<file path="src/rtl/rf_channel_ctrl.sv">
`default_nettype none
// ============================================================================
// Module      : rf_channel_ctrl
// Description : Weaver SSB RF channel sequencer. Mutes the output gain, retunes
//               the RF NCO, resyncs the accumulators and ramps the gain back up.
// Revision    : 1.0 - initial release
// ============================================================================
module rf_channel_ctrl #(
    parameter int RF_INC_BASE = 25521,
    parameter int RF_INC_STEP = 462,
    parameter int MAX_CH      = 15,
    parameter int DEF_CH      = 3,
    parameter int GAIN_MAX    = 32,
    parameter int RAMP_DIV    = 4,
    parameter int SETTLE_CYC  = 64
) (
    input  logic        clk,
    input  logic        reset,
    input  logic        req_valid,
    input  logic [3:0]  req_ch,
    output logic        req_ready,
    output logic [16:0] inc_rf,
    output logic        nco_sync,
    output logic [5:0]  gain,
    output logic        busy,
    output logic        err
);

    localparam int DW = (RAMP_DIV > 1) ? $clog2(RAMP_DIV) : 1;
    localparam int SW = (SETTLE_CYC > 1) ? $clog2(SETTLE_CYC) : 1;

    localparam logic [DW-1:0] DIV_LAST    = DW'(RAMP_DIV - 1);
    localparam logic [SW-1:0] SETTLE_LAST = SW'(SETTLE_CYC - 1);
    localparam logic [5:0]    GAIN_FULL   = 6'(GAIN_MAX);
    localparam logic [4:0]    MAX_CH_V    = 5'(MAX_CH);
    localparam logic [16:0]   INC_BASE    = 17'(RF_INC_BASE);
    localparam logic [16:0]   INC_STEP    = 17'(RF_INC_STEP);
    localparam logic [16:0]   DEF_INC     = 17'(RF_INC_BASE + DEF_CH * RF_INC_STEP);

    typedef enum logic [2:0] {
        IDLE    = 3'd0,
        RAMP_DN = 3'd1,
        LOAD    = 3'd2,
        SETTLE  = 3'd3,
        RAMP_UP = 3'd4
    } state_t;

    state_t          state;
    logic [3:0]      ch;
    logic [DW-1:0]   div_cnt;
    logic [SW-1:0]   settle_cnt;
    logic [16:0]     next_inc;

    assign next_inc  = INC_BASE + ({13'd0, ch} * INC_STEP);
    assign req_ready = (state == IDLE);
    assign busy      = (state != IDLE);
    // The increment is updated on entry to LOAD so it is already valid while
    // the sync pulse tells the modulator to reload its accumulators.
    assign nco_sync  = (state == LOAD) && !reset;

    always_ff @(posedge clk) begin
        if (reset) begin
            state      <= LOAD;
            ch         <= 4'(DEF_CH);
            gain       <= 6'd0;
            err        <= 1'b0;
            inc_rf     <= DEF_INC;
            div_cnt    <= '0;
            settle_cnt <= '0;
        end else begin
            err <= 1'b0;
            unique case (state)
                IDLE: begin
                    gain <= GAIN_FULL;
                    if (req_valid) begin
                        if ({1'b0, req_ch} > MAX_CH_V) begin
                            err <= 1'b1;
                        end else begin
                            ch      <= req_ch;
                            div_cnt <= '0;
                            state   <= RAMP_DN;
                        end
                    end
                end
                RAMP_DN: begin
                    if (gain == 6'd0) begin
                        inc_rf <= next_inc;
                        state  <= LOAD;
                    end else if (div_cnt == DIV_LAST) begin
                        div_cnt <= '0;
                        gain    <= gain - 6'd1;
                        if (gain == 6'd1) begin
                            inc_rf <= next_inc;
                            state  <= LOAD;
                        end
                    end else begin
                        div_cnt <= div_cnt + 1'b1;
                    end
                end
                LOAD: begin
                    gain       <= 6'd0;
                    settle_cnt <= '0;
                    state      <= SETTLE;
                end
                SETTLE: begin
                    if (settle_cnt == SETTLE_LAST) begin
                        div_cnt <= '0;
                        state   <= RAMP_UP;
                    end else begin
                        settle_cnt <= settle_cnt + 1'b1;
                    end
                end
                RAMP_UP: begin
                    if (div_cnt == DIV_LAST) begin
                        div_cnt <= '0;
                        gain    <= gain + 6'd1;
                        if (gain == GAIN_FULL - 6'd1) begin
                            state <= IDLE;
                        end
                    end else begin
                        div_cnt <= div_cnt + 1'b1;
                    end
                end
                default: state <= LOAD;
            endcase
        end
    end

endmodule
`default_nettype wire

</file>
<file path="config.mk">
export PLATFORM = sky130hd
export DESIGN_NAME = rf_channel_ctrl
export DESIGN_NICKNAME = d
export VERILOG_FILES = /design/src/rtl/rf_channel_ctrl.sv
export SDC_FILE = /design/constraint.sdc
export NUM_CORES = 1
export LEC_CHECK = 0
export ABC_AREA = 1
export BUFFER_PORTS_ARGS = -buffer_cell sky130_fd_sc_hd__clkbuf_2
export CORE_MARGIN = 2
export CORE_UTILIZATION = 35
export CTS_CLUSTER_SIZE = 14
export DETAILED_ROUTE_END_ITERATION = 10
export HOLD_SLACK_MARGIN = 0.08
export PLACE_DENSITY = 0.54
export SETUP_SLACK_MARGIN = 0.05
export SYNTH_ARGS = -nofsm -noshare
export SYNTH_HDL_FRONTEND = slang
export SYNTH_SLANG_ARGS = --single-unit
</file>
<file path="constraint.sdc">
create_clock -name clk -period 3.5 [get_ports clk]
set_input_delay 0.175 -clock clk [delete_from_list [all_inputs] [get_ports clk]]
set_output_delay 0.175 -clock clk [all_outputs]
set_load 0.02 [all_outputs]
</file>
# Yosys cells after proc, flatten, opt, wreduce, memory -nomap -nowiden
# Index checks and enable logic that the tools add are counted.
# totals
ff_bits,38
out_inout_bits,27
word_cells,67
# op_classes
n_addsub,5
multipliers,1
n_eq_ne,17
mux,22
reduce_logical,16
# ops
operator,count
17-bit 2-to-1 mux,3
6-bit 2-to-1 mux,4
6-bit case mux with 4 select lines,1
3-bit 2-to-1 mux,7
15-bit by 13-bit adder with 16-bit output (first input constant),1
3-bit case mux with 5 select lines,1
2-bit != test (second input constant),7
6-bit by 1-bit adder with 6-bit output (second input constant),2
4-bit by 8-bit multiplier with 12-bit output (second input constant),1
6-bit case mux with 2 select lines,1
2-bit 2-to-1 mux,4
2-bit case mux with 4 select lines,1
4-bit AND reduction,2
4-bit nonzero test,2
3-bit by 2-bit equality test with 1-bit output (second input constant),2
6-bit by 1-bit equality test with 1-bit output (second input constant),1
6-bit by 5-bit equality test with 1-bit output (second input constant),1
6-bit equality test (second input constant),1
6-bit zero test,1
3-bit != test (second input constant),2
6-bit AND reduction,1
2-bit nonzero test,3
6-bit by 1-bit subtractor with 6-bit output (second input constant),1
2-bit AND reduction,2
other kinds (9),9

# Logic depth before layout (Yosys ltp)
# depth
ltp_word,5
ltp_mapped,19
depth_no_buf,18

# Least setup slack after synthesis
# No wires, ideal clock.
# synth_path
path_kind,register to register
start,reg ch[2]
end,reg inc_rf[12]
setup_ns,0.132
arrival_ns,2.679
required_ns,3.368
setup_slack_ns,0.689
stages_incl_launch_ff,17
period_less_slack_ns,2.811
path_cell_list,dfxtp_1 inv_1 fa_1 inv_1 ha_1 inv_1 fa_1 xor2_1 ha_1 inv_1 nand3_1 nand2_1 clkinv_2 nand3_2 nand3_1 nand3_1 a21oi_1
# synth_between
elab_chain_len,5
# synth_rtl
item,line,source
"start, declared",49,logic [3:0] ch;
"start signal, assigned",64,ch <= 4'(DEF_CH);
"start signal, assigned",79,ch <= req_ch;
4-bit by 8-bit multiplier with 12-bit output (*),54,"assign next_inc = INC_BASE + ({13'd0, ch} * INC_STEP);"
15-bit by 13-bit adder with 16-bit output (*),54,
17-bit 2-to-1 mux,92,if (gain == 6'd1) begin
17-bit 2-to-1 mux,89,end else if (div_cnt == DIV_LAST) begin
17-bit 2-to-1 mux (*),86,if (gain == 6'd0) begin
"end signal, assigned",87,inc_rf <= next_inc;
"end signal, assigned",93,inc_rf <= next_inc;
"end, declared",22,"output logic [16:0] inc_rf,"
# Every way passes the cells marked *; elsewhere a longest branch is shown, timed or not. The select of a mux whose other input is x is not followed.
# A chain may end at the register's enable or synchronous reset.

# Worst setup path after layout
# Ends and elaborated chain as after synthesis.

==> summary.txt <==
Critical path
  – CP startpoint kind: register
  – Setup crit start: ch[2]
  – Data arrival time of the critical path: ~3.2 ns
  – CP Class: reg2reg
  – Max FO, Critical Path: 4
  – R2R cell count: 16
  – Reg2reg start: ch[2]
  – WP data required: roughly 3.7 ns
  – Worst setup EP type: register

Yosys
  – Largest family of logic cells by synthesized area: simple AND/OR/NAND/NOR gates
  – Post-synthesis mux area share: 0%
  – Area contributors post-synth: dfxtp_1 (28%), nand2_1 (13%), ha_1 (9.9%)
  – Post-Syn Instances: around 380
  – Synth Warn #: 0
  – Synth cell types: 37
  – Synth Area in Compound Gates: a little over an eighth
  – Synth area leader: dfxtp_1
  – Synth Area in Simple Gates: around a third
  – Sequential area share after synthesis: between 20 and 30%
  – Post-Synth XOR/XNOR Area: roughly 1.4%
  – Yosys reg bits: 36
  – Synth top area share: 28.4%
  – Post-Synth Adder-Cell Area: about an eighth
  – Synth Cell Area: ~2500 µm²
  – Mean Syn Cell Area: 6.70 µm²

Detailed routing
  – Detailed-route via count: ~2400
  – Starting DRT DRC Count: 87
  – Drt via density: approximately 4.7
  – DRC: 0
  – Drt wl/cell: approximately 12 µm
  – Post-route ant nets: 0
  – DR pass1 iterations: 4
  – Wirelength, routed: 5910 µm

STA
  – Final Worst Setup Slack: ~0.5 ns
  – Final Setup Violations: 0
  – Post-Route Setup TNS: 0 ns
  – Clock skew: approximately 0.0049 ns
  – Crit share post-route: between 80% and 90%
  – Fin crit period: 2.99 ns
  – Final Hold Vio Count: 0
  – Max Freq: around 330 MHz
  – Worst-Margin Slew: approximately 0.57 ns
  – Max-slew headroom: just over 60%
  – Hold_ws: slightly below 0.1 ns
  – RSZ-0062 raised after global routing: false
  – Max-slew violations: 0

Clocking
  – CTS resizes: 0
  – Clock sink total: 36
  – H-tree lvl count: 2
  – Hold buffers post-CTS: 0
  – TritonCTS buffer count: 5
  – Clk_lat worst skew: just under 0.3 ns
  – TritonCTS clock tree: built
  – Worst-path clk slew: approximately 0.08 ns
  – CTS root buf: clkbuf_8
  – Longest Clk Path Bufs: 2
  – Post-CTS setup buffers: 0

Status
  – Status: completed

Placement
  – Routability-driven placement congestion ratio: ~0.86
  – Dpl cell area: ~2800 µm²
  – DP HPWL: 4540 µm
  – Pre-CTS setup slack: about 0.5 ns
  – I/O Buffers: 30

Floorplanning
  – Die Height: 89.1 µm
  – Row Count: 31
  – I/O pins: 34
  – Area of the core: 7140 µm²
  – Initial cell density of the core: a little over a third
  – Die X: roughly 89 µm
  – Full die area: 7950 µm²

Power and ir drop
  – Total Power: around 2500 µW
  – Clk pwr share: 15.2%
  – Comb power frac: about 62%
  – Sequential Power Share: 22.9%
  – Switching power: ~1200 µW
  – Power density over the cells: 857 nW/µm²
  – Max VDD drop: 0.244 mV
  – Internal power: about 1200 µW
  – Net Sw Frac: between 50% and 60%
  – LEAKAGE: 0.00147 µW

Layout
  – Final Cell Area: 2870 µm²
  – Layout cells sized above 1: 14.9%
  – Commonest non-fill, non-tap cell in the layout: nand2_1
  – Nets: 438
  – Synth-to-Final Area Change: 13.1%
  – Antenna diodes: 0
  – Number of fill cells: between 800 and 900
  – Most frequent cells in the layout: nand2_1 (91), inv_1 (58), dfxtp_1 (36)

Global routing
  – First-pass GRT wire length: ~10000 µm
  – Pin count of the biggest net entering global routing: 20
  – Total GRT Usage: approximately 16%
  – Number of global-route vias before repair: around 2200
  – GRT overflow: 0
  – Antenna violations before repair: 0

Min path
  – Hold depth: 3
  – Hold wc startpoint: req_ch[0]
  – Hold Crit Class: in2reg

Flow run
  – Max cap viols: 0
## final timing paths
kind | slack [ns] | endpoint
max | 0.51 | inc_rf[12]
min | 0.1 | ch[0]
max reg2reg | 0.51 | inc_rf[12]
min reg2reg | 0.47 | inc_rf[12]
## sequential cells by signal (all words and copies together) (netlist names)
register,cells
state,3
inc_rf,15
div_cnt,2
settle_cnt,6
ch,4
gain,6
## power groups by stage
stage / clock network, µW / logic (µW) / registers (µW)
global placement: 0 / 1520 / 571
finish: 373 / 1520 / 563
detailed placement: 0 / 1520 / 571
CTS: 383 / 1530 / 562
floorplan: 0 / 1150 / 605
global route: 402 / 1770 / 572
## synthesized netlist by cell type
| cell | count |
|---|---|
| o211a_1 | 1 |
| a31oi_1 | 1 |
| a211oi_1 | 6 |
| o221ai_1 | 1 |
| inv_1 | 58 |
| or2_2 | 1 |
| xor2_1 | 3 |
| nand2_4 | 3 |
| o21bai_1 | 1 |
| buf_6 | 1 |
| nand2_2 | 2 |
| inv_2 | 5 |
| nand4_1 | 9 |
| buf_2 | 1 |
| and2_4 | 1 |
| nand3_1 | 29 |
| o211ai_1 | 4 |
| clkinv_2 | 1 |
| and2_1 | 1 |
| nand3b_1 | 3 |
| xnor2_1 | 1 |
| nand3_2 | 1 |
| nor2_1 | 31 |
| buf_4 | 4 |
| o31ai_1 | 1 |
| clkbuf_1 | 3 |
| conb_1 | 2 |
| o21ai_0 | 16 |
| nor2_2 | 6 |
| dfxtp_1 | 36 |
| or2_0 | 1 |
| nor3_1 | 3 |
| nand2_1 | 91 |
| ha_1 | 20 |
| fa_1 | 3 |
| a21oi_1 | 25 |
| o21ai_2 | 3 |
## kinds of logic after synthesis
family | after synthesis
AOI/OAI and AO/OA | 59
adders and majority gates | 23
buffers and inverters | 73
other | 2
DFF | 36
and+or+nand+nor | 182
xor gates and xnor gates | 4
## area by class of cell
| type | instances | area (µm²) | share of cell area [%] |
|---|---|---|---|
| clock buffer | 5 | 68.8 | 2.40 |
| clock inverter | 3 | 42.5 | 1.48 |
| inverter | 64 | 241 | 8.42 |
| multi-input combinational | 271 | 1520 | 53.0 |
| sequential | 36 | 721 | 25.1 |
| tap | 99 | 124 | 4.32 |
| timing repair buffer | 30 | 150 | 5.23 |
## critical path: stages (launching register included)
cell	delay [ns]
dfxtp_1	0.41
inv_1	0.11
fa_1	0.51
inv_1	0.04
ha_1	0.29
inv_1	0.06
fa_1	0.45
xor2_1	0.17
ha_1	0.21
inv_1	0.05
nand3_1	0.09
nand2_1	0.09
clkinv_2	0.07
nand3_2	0.08
nand3_1	0.09
nand3_1	0.09
a21oi_1	0.06
## metal layers
layer	global-route usage [%]	vias up	wire length [µm]
met3	2.77	8	162
met1	20.4	1072	2930
met2	26.7	39	2730
li1	-	1277	-
met4	5.97	0	87
met5	0	-	0
## through the flow
| step | cells | utilization, % |
|---|---|---|
| CTS | 508 | 40.2 |
| floorplan | 380 | - |
| detailed placement | 500 | 38.6 |
| finish | 508 | 40.2 |
| global route | 508 | 40.2 |
| global placement | 500 | 38.6 |
Note: power is estimated with default switching activity, not from simulation.
